===== src/rtl/foc_pkg.sv =====
// rtl/foc_pkg.sv - shared FOC payload layout, tag type and datapath latency default
package foc_pkg;

  localparam int ALPHA_LSB     = 0;
  localparam int BETA_LSB      = 16;
  localparam int THETA_LSB     = 32;
  localparam int VA_LSB        = 0;
  localparam int VB_LSB        = 16;
  localparam int VC_LSB        = 32;
  localparam int THETA_OUT_LSB = 48;

  localparam int DP_LAT_DEF = 3;
  // Channel index width sized for the largest supported channel count (8).
  localparam int CH_W = 3;

  typedef struct packed {
    logic            vld;
    logic [CH_W-1:0] ch;
  } tag_t;

endpackage


===== src/rtl/clarke_inv_sched_rr_arbiter.sv =====
// rtl/clarke_inv_sched_rr_arbiter.sv - combinational round-robin arbiter, search starts after i_ptr
module rr_arbiter
  import foc_pkg::*;
#(
  parameter int N_CH = 4
) (
  input  logic [N_CH-1:0] i_req,
  input  logic [CH_W-1:0] i_ptr,
  output logic [N_CH-1:0] o_gnt,
  output logic [CH_W-1:0] o_idx,
  output logic            o_any
);

  always_comb begin
    o_gnt = '0;
    o_idx = '0;
    o_any = 1'b0;
    // Offset k=N_CH revisits the pointer channel itself, last in priority.
    for (int k = 1; k <= N_CH; k++) begin
      for (int c = 0; c < N_CH; c++) begin
        if (!o_any && i_req[c] && (c == (int'(i_ptr) + k) % N_CH)) begin
          o_gnt[c] = 1'b1;
          o_idx    = CH_W'(c);
          o_any    = 1'b1;
        end
      end
    end
  end

endmodule


===== src/rtl/clarke_inv_sched.sv =====
// rtl/clarke_inv_sched.sv - shares one inverse-Clarke datapath across N_CH channels
// Optional statistics counters: CLARKE_INV_SCHED_STATS_EN
module clarke_inv_sched
  import foc_pkg::*;
#(
  parameter int N_CH   = 4,
  parameter int DP_LAT = DP_LAT_DEF
`ifdef CLARKE_INV_SCHED_STATS_EN
  , parameter int CNT_W = 16
`endif
) (
  input  logic                 clk,
  input  logic                 rst,
  input  logic                 en,
  input  logic [N_CH-1:0]      req_valid,
  input  logic [N_CH*64-1:0]   req_data,
  output logic [N_CH-1:0]      req_ready,
  output logic [N_CH-1:0]      rsp_valid,
  output logic [N_CH*64-1:0]   rsp_data,
  input  logic [N_CH-1:0]      rsp_ready,
  output logic                 dp_enable,
  output logic [63:0]          dp_s_axis,
  input  logic [63:0]          dp_m_axis
`ifdef CLARKE_INV_SCHED_STATS_EN
  , output logic [N_CH*CNT_W-1:0] grant_cnt
  , output logic [CNT_W-1:0]      stall_cnt
`endif
);

  logic [N_CH-1:0]    r_busy;
  logic [N_CH-1:0]    r_rsp_valid;
  logic [N_CH*64-1:0] r_rsp_data;
  logic [CH_W-1:0]    r_ptr;
  tag_t               r_tag [DP_LAT];

  logic [N_CH-1:0]    w_elig;
  logic [N_CH-1:0]    w_gnt;
  logic [N_CH-1:0]    w_cap;
  logic [CH_W-1:0]    w_gnt_idx;
  logic               w_gnt_any;
  tag_t               w_tail;

  assign w_elig = req_valid & ~r_busy & ~r_rsp_valid & {N_CH{en}};
  assign w_tail = r_tag[DP_LAT-1];

  rr_arbiter #(.N_CH(N_CH)) u_arb (
    .i_req (w_elig),
    .i_ptr (r_ptr),
    .o_gnt (w_gnt),
    .o_idx (w_gnt_idx),
    .o_any (w_gnt_any)
  );

  always_comb begin
    dp_s_axis = '0;
    w_cap     = '0;
    for (int i = 0; i < N_CH; i++) begin
      if (w_gnt[i]) dp_s_axis = req_data[64*i +: 64];
      w_cap[i] = en && w_tail.vld && (w_tail.ch == CH_W'(i));
    end
  end

  assign req_ready = w_gnt;
  assign rsp_valid = r_rsp_valid;
  assign rsp_data  = r_rsp_data;
  assign dp_enable = en;

  // Tag pipe mirrors the datapath stages so the tail lines up with dp_m_axis.
  always_ff @(posedge clk or posedge rst) begin
    if (rst) begin
      for (int s = 0; s < DP_LAT; s++) r_tag[s] <= '0;
      r_ptr <= CH_W'(N_CH - 1);
    end else if (en) begin
      r_tag[0] <= {w_gnt_any, w_gnt_idx};
      for (int s = 1; s < DP_LAT; s++) r_tag[s] <= r_tag[s-1];
      if (w_gnt_any) r_ptr <= w_gnt_idx;
    end
  end

  always_ff @(posedge clk or posedge rst) begin
    if (rst) begin
      r_busy      <= '0;
      r_rsp_valid <= '0;
      r_rsp_data  <= '0;
    end else begin
      for (int i = 0; i < N_CH; i++) begin
        if (w_gnt[i]) r_busy[i] <= 1'b1;
        else if (w_cap[i]) r_busy[i] <= 1'b0;

        if (w_cap[i]) begin
          r_rsp_valid[i]         <= 1'b1;
          r_rsp_data[64*i +: 64] <= dp_m_axis;
        end else if (r_rsp_valid[i] && rsp_ready[i]) begin
          r_rsp_valid[i] <= 1'b0;
        end
      end
    end
  end

`ifdef CLARKE_INV_SCHED_STATS_EN
  logic [N_CH*CNT_W-1:0] r_grant_cnt;
  logic [CNT_W-1:0]      r_stall_cnt;

  always_ff @(posedge clk or posedge rst) begin
    if (rst) begin
      r_grant_cnt <= '0;
      r_stall_cnt <= '0;
    end else begin
      for (int i = 0; i < N_CH; i++) begin
        if (w_gnt[i] && (r_grant_cnt[CNT_W*i +: CNT_W] != {CNT_W{1'b1}}))
          r_grant_cnt[CNT_W*i +: CNT_W] <= r_grant_cnt[CNT_W*i +: CNT_W] + 1'b1;
      end
      if ((|(req_valid & ~w_gnt)) && (r_stall_cnt != {CNT_W{1'b1}}))
        r_stall_cnt <= r_stall_cnt + 1'b1;
    end
  end

  assign grant_cnt = r_grant_cnt;
  assign stall_cnt = r_stall_cnt;
`endif

endmodule

===== config.mk =====
export PLATFORM = sky130hd
export DESIGN_NAME = clarke_inv_sched
export DESIGN_NICKNAME = d
export VERILOG_FILES = /design/src/rtl/foc_pkg.sv /design/src/rtl/clarke_inv_sched_rr_arbiter.sv /design/src/rtl/clarke_inv_sched.sv
export SDC_FILE = /design/constraint.sdc
export NUM_CORES = 1
export LEC_CHECK = 0
export ABC_AREA = 1
export BUFFER_PORTS_ARGS = -buffer_cell sky130_fd_sc_hd__clkbuf_2
export CORE_AREA = 2 2 260 262
export DETAILED_ROUTE_END_ITERATION = 10
export DIE_AREA = 0 0 262 264
export PLACE_DENSITY = 0.48
export SLEW_MARGIN = 20
export SYNTH_ARGS = -nofsm -noshare
export SYNTH_HDL_FRONTEND = slang
export SYNTH_HIERARCHICAL = 1
export SYNTH_SLANG_ARGS = --single-unit

===== constraint.sdc =====
create_clock -name clk -period 10.23 [get_ports clk]
set_input_delay 1.023 -clock clk [delete_from_list [all_inputs] [get_ports clk]]
set_output_delay 1.023 -clock clk [all_outputs]
set_load 0.05 [all_outputs]

---- Word-level counts from Yosys, hierarchy flattened ----
Cells that the tools add are included.
storage, ports and cells
  bits in registers ....................... 275
  bits of input ports ..................... 331
  output and inout port bits .............. 329
operators by class
  $add $sub $neg .......................... 4
  eq/ne operators ......................... 15
  mux-type cells .......................... 66
  bitwise gates (word level) .............. 9
  reduce and logical (&&, ||, !) cells .... 73
operator list
  cell                 number
  $mux 64              4
  $logic_not 32->1     4
  $mux 1               48
  $logic_and 1x1->1    40
  $mux 2               14
  $eq 3x3->1 const A   8
  $reduce_bool 2->1    8
  $logic_not 1->1      15
  $and 4x4->4          3
  $eq 2x3->1 const A   4
  $not 4->4            2
  $reduce_or 2->1      4
  $add 2x1->2 const B  2
  $add 2x2->2 const B  2
  $and 1x1->1 const A  4
  $eq 2x2->1 const B   2
  $logic_not 3->1      1
  $eq 2x1->1 const B   1
  $reduce_and 2->1     1

---- Longest topological paths before layout ----
Gate-level depths: netlist (run 1).
  word-level depth ........................ 67
  gate-level depth with buffers ........... 19
  mapped depth without buffers ............ 16

---- Cells and area by module ----
Netlist (run 1), hierarchy kept.
modules (own cells, without submodules)
  module            instances  cells each  area an instance (um2)  seq. area each (um2)
  clarke_inv_sched  1          1770        13103.8                 6984.2
  rr_arbiter        1          67          389.1                   0.0

---- Least setup slack after synthesis (run 1) ----
No wires, ideal clock.
  kind .................................... input to output
  from .................................... in en
  to ...................................... out dp_s_axis[54]
  data arrival time ....................... 5.600 ns
  data required time ...................... 9.207 ns
  path slack .............................. 3.607 ns
  cell stages on the path ................. 15
  path buffers ............................ 3
  cells stage by stage .................... clkbuf_1 nand2_1 nor3_1 inv_1 nor2_1 inv_1 nand4_4 nor2_1 o311ai_0 buf_2 buf_1 nand3_1 nand2_1 nand2_1 nand2_1
on the way
  elaborated cells on any way between the ends .. 81
  those cells by class .................... 34 x mux; 1 x bitwise; 46 x reduce/logical
RTL lines
  what                            line                               source
  start, declared                 clarke_inv_sched.sv:14             input logic en,
  $and 4x4->4 *                   clarke_inv_sched.sv:43             assign w_elig = req_valid & ~r_busy & ~r_rsp_valid & {N_CH{en}};
  via w_elig[0]                   clarke_inv_sched.sv:36             logic [N_CH-1:0] w_elig;
  $logic_and 1x1->1               clarke_inv_sched_rr_arbiter.sv:21  if (!o_any && i_req[c] && (c == (int'(i_ptr) + k) % N_CH)) begin
  $mux 1                          clarke_inv_sched_rr_arbiter.sv:21
  $logic_not 1->1                 clarke_inv_sched_rr_arbiter.sv:21
  $logic_and 1x1->1 (2 in a row)  clarke_inv_sched_rr_arbiter.sv:21
  $mux 1                          clarke_inv_sched_rr_arbiter.sv:21
  $logic_not 1->1                 clarke_inv_sched_rr_arbiter.sv:21
  (+35 left out)                  -
  $logic_not 1->1                 clarke_inv_sched_rr_arbiter.sv:21
  $logic_and 1x1->1 (2 in a row)  clarke_inv_sched_rr_arbiter.sv:21
  $mux 1                          clarke_inv_sched_rr_arbiter.sv:21
  $logic_not 1->1                 clarke_inv_sched_rr_arbiter.sv:21
  $logic_and 1x1->1 (2 in a row)  clarke_inv_sched_rr_arbiter.sv:21
  $mux 1 *                        clarke_inv_sched_rr_arbiter.sv:21
  via req_ready[0]                clarke_inv_sched.sv:17             output logic [N_CH-1:0] req_ready,
  $mux 64 * (4 in a row)          clarke_inv_sched.sv:58             if (w_gnt[i]) dp_s_axis = req_data[64*i +: 64];
  end, declared                   clarke_inv_sched.sv:22             output logic [63:0] dp_s_axis,
The timed path passes the listed nets; every way through them passes the cells marked *.

---- Final worst setup path (run 1) ----
  from .................................... in en
  to ...................................... out dp_s_axis[24]
on the way
  cells in the longest elaborated chain, start to end .. 64
  elaborated cells on any way between the ends .. 81
  those cells by class .................... 34 x mux; 1 x bitwise; 46 x reduce/logical
RTL lines
  what                            line
  $and 4x4->4 *                   clarke_inv_sched.sv:43
  via w_elig[0]                   clarke_inv_sched.sv:36
  $logic_and 1x1->1               clarke_inv_sched_rr_arbiter.sv:21
  $mux 1                          clarke_inv_sched_rr_arbiter.sv:21
  $logic_not 1->1                 clarke_inv_sched_rr_arbiter.sv:21
  $logic_and 1x1->1 (2 in a row)  clarke_inv_sched_rr_arbiter.sv:21
  $mux 1                          clarke_inv_sched_rr_arbiter.sv:21
  $logic_not 1->1                 clarke_inv_sched_rr_arbiter.sv:21
  (+46 left out)                  -
  $mux 1                          clarke_inv_sched_rr_arbiter.sv:21
  $logic_not 1->1                 clarke_inv_sched_rr_arbiter.sv:21
  $logic_and 1x1->1 (2 in a row)  clarke_inv_sched_rr_arbiter.sv:21
  $mux 1                          clarke_inv_sched_rr_arbiter.sv:21
  $logic_not 1->1                 clarke_inv_sched_rr_arbiter.sv:21
  $logic_and 1x1->1 (2 in a row)  clarke_inv_sched_rr_arbiter.sv:21
  $mux 1                          clarke_inv_sched_rr_arbiter.sv:21
  $mux 64 *                       clarke_inv_sched.sv:58
Marked as above.

==> results of run 1 <==
==> worst reg2reg max path, delay by kind of cell (launching register included) <==
kind,cells,cell delay [ns]
buffers and inverters,5,1.28
flip-flops,1,0.40
AND/OR/NAND/NOR,9,1.38
==> per-layer routing <==
metal  GRT usage  vias up
met5           0        -
met4      0.0667        2
li1            -     6943
met3      0.0457       99
met1       0.194     6643
met2       0.308      510
==> area by class of cell <==
type,instances,area share
sequential,278,0.374
multi-input combinational,1392,0.314
timing repair buffer,682,0.187
tap,873,0.0587
clock buffer,44,0.0505
clock inverter,11,0.00854
inverter,33,0.00706
antenna,4,0.000538
==> power by group through the flow <==
stage          registers, W  logic, W  clock network (W)
6_report            0.00184   0.00397            0.00121
5_1_grt             0.00190   0.00423            0.00129
4_1_cts             0.00184   0.00401            0.00125
3_5_place_dp        0.00184   0.00400                  0
3_3_place_gp        0.00184   0.00400                  0
2_1_floorplan       0.00340   0.00133                  0
==> layout by cell type, fill, tap and decap left out, types with 2 or more instances in the layout <==
cell / count
a21oi_1: 68
buf_4: 23
bufinv_16: 3
clkbuf_1: 6
clkbuf_16: 35
clkbuf_2: 659
clkbuf_8: 3
clkinv_2: 4
clkinv_8: 2
dfrtp_1: 276
dfstp_2: 2
diode_2: 4
inv_1: 27
inv_2: 5
nand2_1: 873
nand2_2: 4
nand3_1: 263
nand4_1: 5
nand4_4: 2
nor2_1: 140
nor2_2: 2
nor2_4: 6
nor3_1: 6
o21ai_0: 14
==> per-stage QoR <==
step           setup WS (ns)  hold WS (ns)   util
2_1_floorplan           1.54         0.443      -
6_report                4.37         0.466  0.280
4_1_cts                 4.39         0.471  0.279
3_5_place_dp            4.41         0.457  0.263
5_1_grt                 3.89         0.487  0.280
3_3_place_gp            4.38         0.454  0.263
==> registers in the layout, indices dropped and copies added (netlist names) <==
signal	count
r_busy	4
rsp_data	256
rsp_valid	4
r_ptr	2
r_tag	12
==> how the worst max path moves through the flow <==
stage | depth (start not counted) | start | endpoint | slack [ns]
floorplan | 1 | rst | r_busy[0] | 1.54
global placement | 21 | en | dp_s_axis[24] | 4.38
detailed placement | 21 | en | dp_s_axis[24] | 4.41
CTS | 21 | en | dp_s_axis[24] | 4.39
global route | 21 | en | dp_s_axis[24] | 3.89
finish | 21 | en | dp_s_axis[24] | 4.37
==> results.py, run 1 <==
metrics = {
    "global_routing": {
        "grt_pass1_vias": 13900,
        "grt_start_max_net_pins": 116,
        "grt_pass1_wl_um": 90600,
        "antenna_found_initial": 9,
        "grt_usage": 0.173,
        "overflow": 0,
    },
    "placement": {
        "dpl.hpwl_um": 43300,
        "dpl.cell_count": 3258,
        "portBuffers": 659,
        "place_area_sq_um": 17500,
        "place.gp.congestion": 0.886,
    },
    "hold_path": {
        "min_from": "rsp_data[207]",
        "hp-class": "register to register",
        "whs_path_depth": 2,
        "hold_end": "rsp_data[207]",
    },
    "detailed_routing": {
        "ant_nets": 0,
        "drt_iter0_markers": 960,
        "viasPerCell": 4.28,
        "wl_met1_um": 23700,
        "wire_per_inst_um": 18.7,
        "vias": 14200,
        "route.detailed.drc": 0,
        "top_layer_used": "met5",
        "first_pass_iters": 5,
        "wl_met3_um": 4820,
        "wl_met2_um": 31200,
        "wirelength_um": 62100,
    },
    "logic_synthesis": {
        "ys_warn_count": 6,
        "synth_nets": 2164,
        "synth_area_sq_um": 13500,
        "synth.avg_cell_area_sq_um": 7.34,
        "synth_cells": 1833,
    },
    "cells_and_area": {
        "nets": 2752,
        "fill_cells": 7442,
        "area_growth_pct": 38.3,
        "finalNonFillerCells": 3317,
        "seq_area_sq_um": 6960,
        "final_area_sq_um": 18600,
        "drive_gt1_frac": 0.311,
        "multi_input_area_sq_um": 5850,
    },
    "setup_path": {
        "worstPathArrival_ns": 4.84,
        "path_delay_family": "buffers and inverters",
        "r2r_cells": 14,
        "required_ns": 9.21,
        "path_cells": "clkbuf_2 -> buf_4 -> nand2_1 -> nor3_1 -> inv_1 -> nor2_1 -> inv_1 -> nand4_4 -> nor2_4 -> nand4_4 -> nor2_2 -> nand4_1 -> nand4_1 -> buf_4 -> inv_2 -> buf_4 -> nor2_1 -> nor2_1 -> nand2_1 -> nand2_1 -> clkbuf_2",
        "crit_slowest_cell": "buf_4",
        "path_class": "primary input to primary output",
        "reg2reg_from": "rsp_valid[0]",
        "start_kind": "primary input",
        "endpoint_kind": "primary output",
        "worstReg2RegEnd": "r_busy[2]",
        "critPathBufInv": 8,
        "worstPathMaxFanout": 66,
        "r2r_slack_ns": 7.03,
        "critPathMaxStageDelay_ns": 0.58,
    },
    "pwr": {
        "power_density_nw_per_um2": 377,
        "combPwrFrac": 0.566,
        "power_switching_w": 0.00396,
        "p_seq_frac": 0.262,
        "cellLeakagePower_nw": 10.7,
        "netSwitchingFraction": 0.565,
        "power_w": 0.00701,
        "p_int_w": 0.00305,
        "vdd_drop_max_mv": 0.246,
        "clkPwrFrac": 0.172,
    },
    "floorplan": {
        "core_area_sq_um": 66600,
        "die_h_um": 264,
        "pin_count": 660,
        "die-area_sq_um": 69200,
        "start_util": 0.202,
        "fp-row-count": 95,
        "dieWidth_um": 262,
    },
    "sta": {
        "slew_viol_final": 0,
        "maxSlewHeadroom": 0.316,
        "setup_viol": 0,
        "rsz0062_at_grt": "false",
        "finalClockSkew_ns": 0.0234,
        "max_freq_ghz": 0.171,
        "hold_violations": 0,
        "fin_setup_tns_ns": 0,
        "fin_crit_ns": 5.86,
        "worst_pin_slew_ns": 1.03,
        "period_share": 0.573,
    },
    "clock_tree": {
        "clock_path_buffers": 3,
        "cts_buffers": 34,
        "cts_root_buf": "clkbuf_16",
        "clkSinkCount": 278,
        "post_cts_buffers": 0,
        "clk_latency_ns": 0.53,
        "htreeDepth": 2,
        "holdBufCountCts": 0,
        "cts.repair.resized": 0,
        "cts_tree": "built",
        "clk_pin_slew_worst_paths_ns": 0.05,
    },
    "flow_run": {
        "maxCapViolations": 0,
    },
    "run_status": {
        "outcome": "finished, final reports clean",
    },
}
Note: power is estimated with default switching activity, not from simulation.
==> run 2, diff against run 1 <==
--- a/config.mk
+++ b/config.mk
@@ -5,11 +5,11 @@
 export SDC_FILE = /design/constraint.sdc
 export NUM_CORES = 1
 export LEC_CHECK = 0
-export ABC_AREA = 1
+export ABC_AREA = 0
 export BUFFER_PORTS_ARGS = -buffer_cell sky130_fd_sc_hd__clkbuf_2
-export CORE_AREA = 2 2 260 262
+export CORE_AREA = 2 2 253 255
 export DETAILED_ROUTE_END_ITERATION = 10
-export DIE_AREA = 0 0 262 264
+export DIE_AREA = 0 0 255 257
 export PLACE_DENSITY = 0.48
 export SLEW_MARGIN = 20
 export SYNTH_ARGS = -nofsm -noshare
==> constraint.sdc (replaced) <==
create_clock -name clk -period 6 [get_ports clk]
set_input_delay 0.6 -clock clk [delete_from_list [all_inputs] [get_ports clk]]
set_output_delay 0.6 -clock clk [all_outputs]
set_load 0.05 [all_outputs]
==> run 2 against run 1 <==
Register-to-register slack worse by 3.8 ns. Critical path type is now register to primary output. Highest routed layer is now met4. Sequential share of layout area increased by 2.0 points. Combinational power increased by 25%.
==> results.py, run 2 <==
metrics = {
    "run_status": {
        "outcome": "finished, final reports clean",
    },
    "floorplan": {
        "die_h_um": 257,
        "die-area_sq_um": 65500,
        "pin_count": 660,
        "fp-row-count": 92,
        "dieWidth_um": 255,
        "core_area_sq_um": 62700,
        "start_util": 0.199,
    },
    "pwr": {
        "cellLeakagePower_nw": 8.98,
        "vdd_drop_max_mv": 0.367,
        "power_density_nw_per_um2": 552,
    },
    "placement": {
        "dpl.hpwl_um": 44200,
        "portBuffers": 659,
        "place.gp.congestion": 0.933,
    },
    "global_routing": {
        "grt_start_max_net_pins": 170,
        "grt_pass1_vias": 11200,
        "grt_usage": 0.168,
        "grt_pass1_wl_um": 80100,
        "overflow": 0,
        "antenna_found_initial": 33,
    },
    "setup_path": {
        "crit_slowest_cell": "o211a_4",
        "required_ns": 5.40,
        "worstPathArrival_ns": 3.95,
        "critPathMaxStageDelay_ns": 0.98,
        "path_cells": "nor4bb_1 -> o211a_4 -> buf_4 -> a221oi_1 -> o31ai_1 -> clkbuf_2",
        "path_class": "register to primary output",
        "worstPathMaxFanout": 107,
        "endpoint_kind": "primary output",
        "start_kind": "register",
        "path_delay_family": "compound AO/OA/AOI/OAI gates",
        "critPathBufInv": 2,
    },
    "sta": {
        "rsz0062_at_grt": "false",
        "maxSlewHeadroom": 0.279,
        "finalClockSkew_ns": 0.0263,
        "fin_setup_tns_ns": 0,
        "worst_pin_slew_ns": 1.08,
        "period_share": 0.758,
        "slew_viol_final": 0,
        "fin_crit_ns": 4.55,
        "setup_viol": 0,
        "hold_violations": 0,
        "max_freq_ghz": 0.220,
    },
    "detailed_routing": {
        "drt_iter0_markers": 670,
        "wirelength_um": 57600,
        "route.detailed.drc": 0,
        "wire_per_inst_um": 23.4,
        "first_pass_iters": 5,
        "ant_nets": 0,
        "vias": 10600,
        "viasPerCell": 4.32,
    },
    "hold_path": {
        "hp-class": "primary input to async pin",
    },
    "cells_and_area": {
        "mostFrequentLayoutCell": "clkbuf_2",
        "drive_gt1_frac": 0.629,
        "layout_common_cells": "clkbuf_2 (659), dfrtp_1 (276), mux2_2 (268)",
        "largest_reg_flops": 256,
        "nets": 1909,
        "area_growth_pct": 41.3,
        "finish.utilization": 0.281,
    },
    "clock_tree": {
        "clkSinkCount": 278,
        "holdBufCountCts": 0,
        "post_cts_buffers": 0,
        "clock_path_buffers": 3,
        "htreeDepth": 1,
        "cts_buffers": 30,
        "clk_latency_ns": 0.57,
        "cts_root_buf": "clkbuf_16",
        "cts_tree": "built",
        "clk_pin_slew_worst_paths_ns": 0.07,
        "cts.repair.resized": 0,
    },
    "logic_synthesis": {
        "synth_nets": 1277,
        "synth_area_sq_um": 12500,
        "ys_warn_count": 6,
        "synth.avg_cell_area_sq_um": 13.2,
        "synth_cells": 946,
    },
    "flow_run": {
        "maxCapViolations": 0,
    },
}
run 2: per-stage QoR:
step	std cells	area [sq um]	hold WS (ns)	power (W)	setup slack (ns)
finish	2464	17600	0.0482	0.00974	1.45
global route	2464	17600	0.0418	0.0102	1.12
CTS	2442	17600	0.174	0.00986	1.36
detailed placement	2391	16600	0.475	0.00797	1.58
global placement	2391	16600	0.469	0.00791	1.77
floorplan	946	12500	0.449	0.00661	1.07
run 2: worst register-to-register path: cells and delay by family (launching register included):
family,cells,cell delay [ns]
AOI/OAI and AO/OA,2,1.08
and+or+nand+nor,1,0.81
DFF,1,0.43
buffers and inverters,1,0.36
run 2: metal layers:
layer | vias up | routed length (um) | global-route usage | part of all wire
li1 | 4756 | - | - | -
met1 | 5344 | 20100 | 0.172 | 0.35
met2 | 454 | 31300 | 0.312 | 0.54
met3 | 91 | 3440 | 0.0335 | 0.060
met4 | 0 | 2660 | 0.101 | 0.046
met5 | - | 0 | 0 | 0
run 2: layout make-up:
type	instances	area (sq um)
fill	6652	45100
sequential	278	6960
multi-input combinational	579	5090
timing repair buffer	677	3470
tap	846	1060
clock buffer	39	846
clock inverter	12	123
antenna	21	52.6
inverter	12	48.8
run 2: worst paths after layout:
| path | start | endpoint | slack, ns | cells past startpoint |
|---|---|---|---|---|
| worst max-delay path | rsp_valid[2] | dp_s_axis[55] | 1.45 | 6 |
| worst min-delay path | rst | rsp_data[205] | 0.05 | 2 |
| worst max register to register | rsp_valid[2] | r_busy[2] | 3.28 | 4 |
| worst min register to register | r_tag[10] | r_tag[6] | 0.48 | 1 |
| max in group asynchronous | rst | rsp_data[161] | 4.41 | 4 |
| min in group clk | rsp_ready[2] | rsp_valid[2] | 0.22 | 2 |
run 2: where the power goes:
group | leakage, nW | internal, W | switching [W]
sequential | 3.64 | 0.00256 | 0.000373
clock | 0.476 | 0.00107 | 0.000761
combinational | 4.85 | 0.00123 | 0.00374
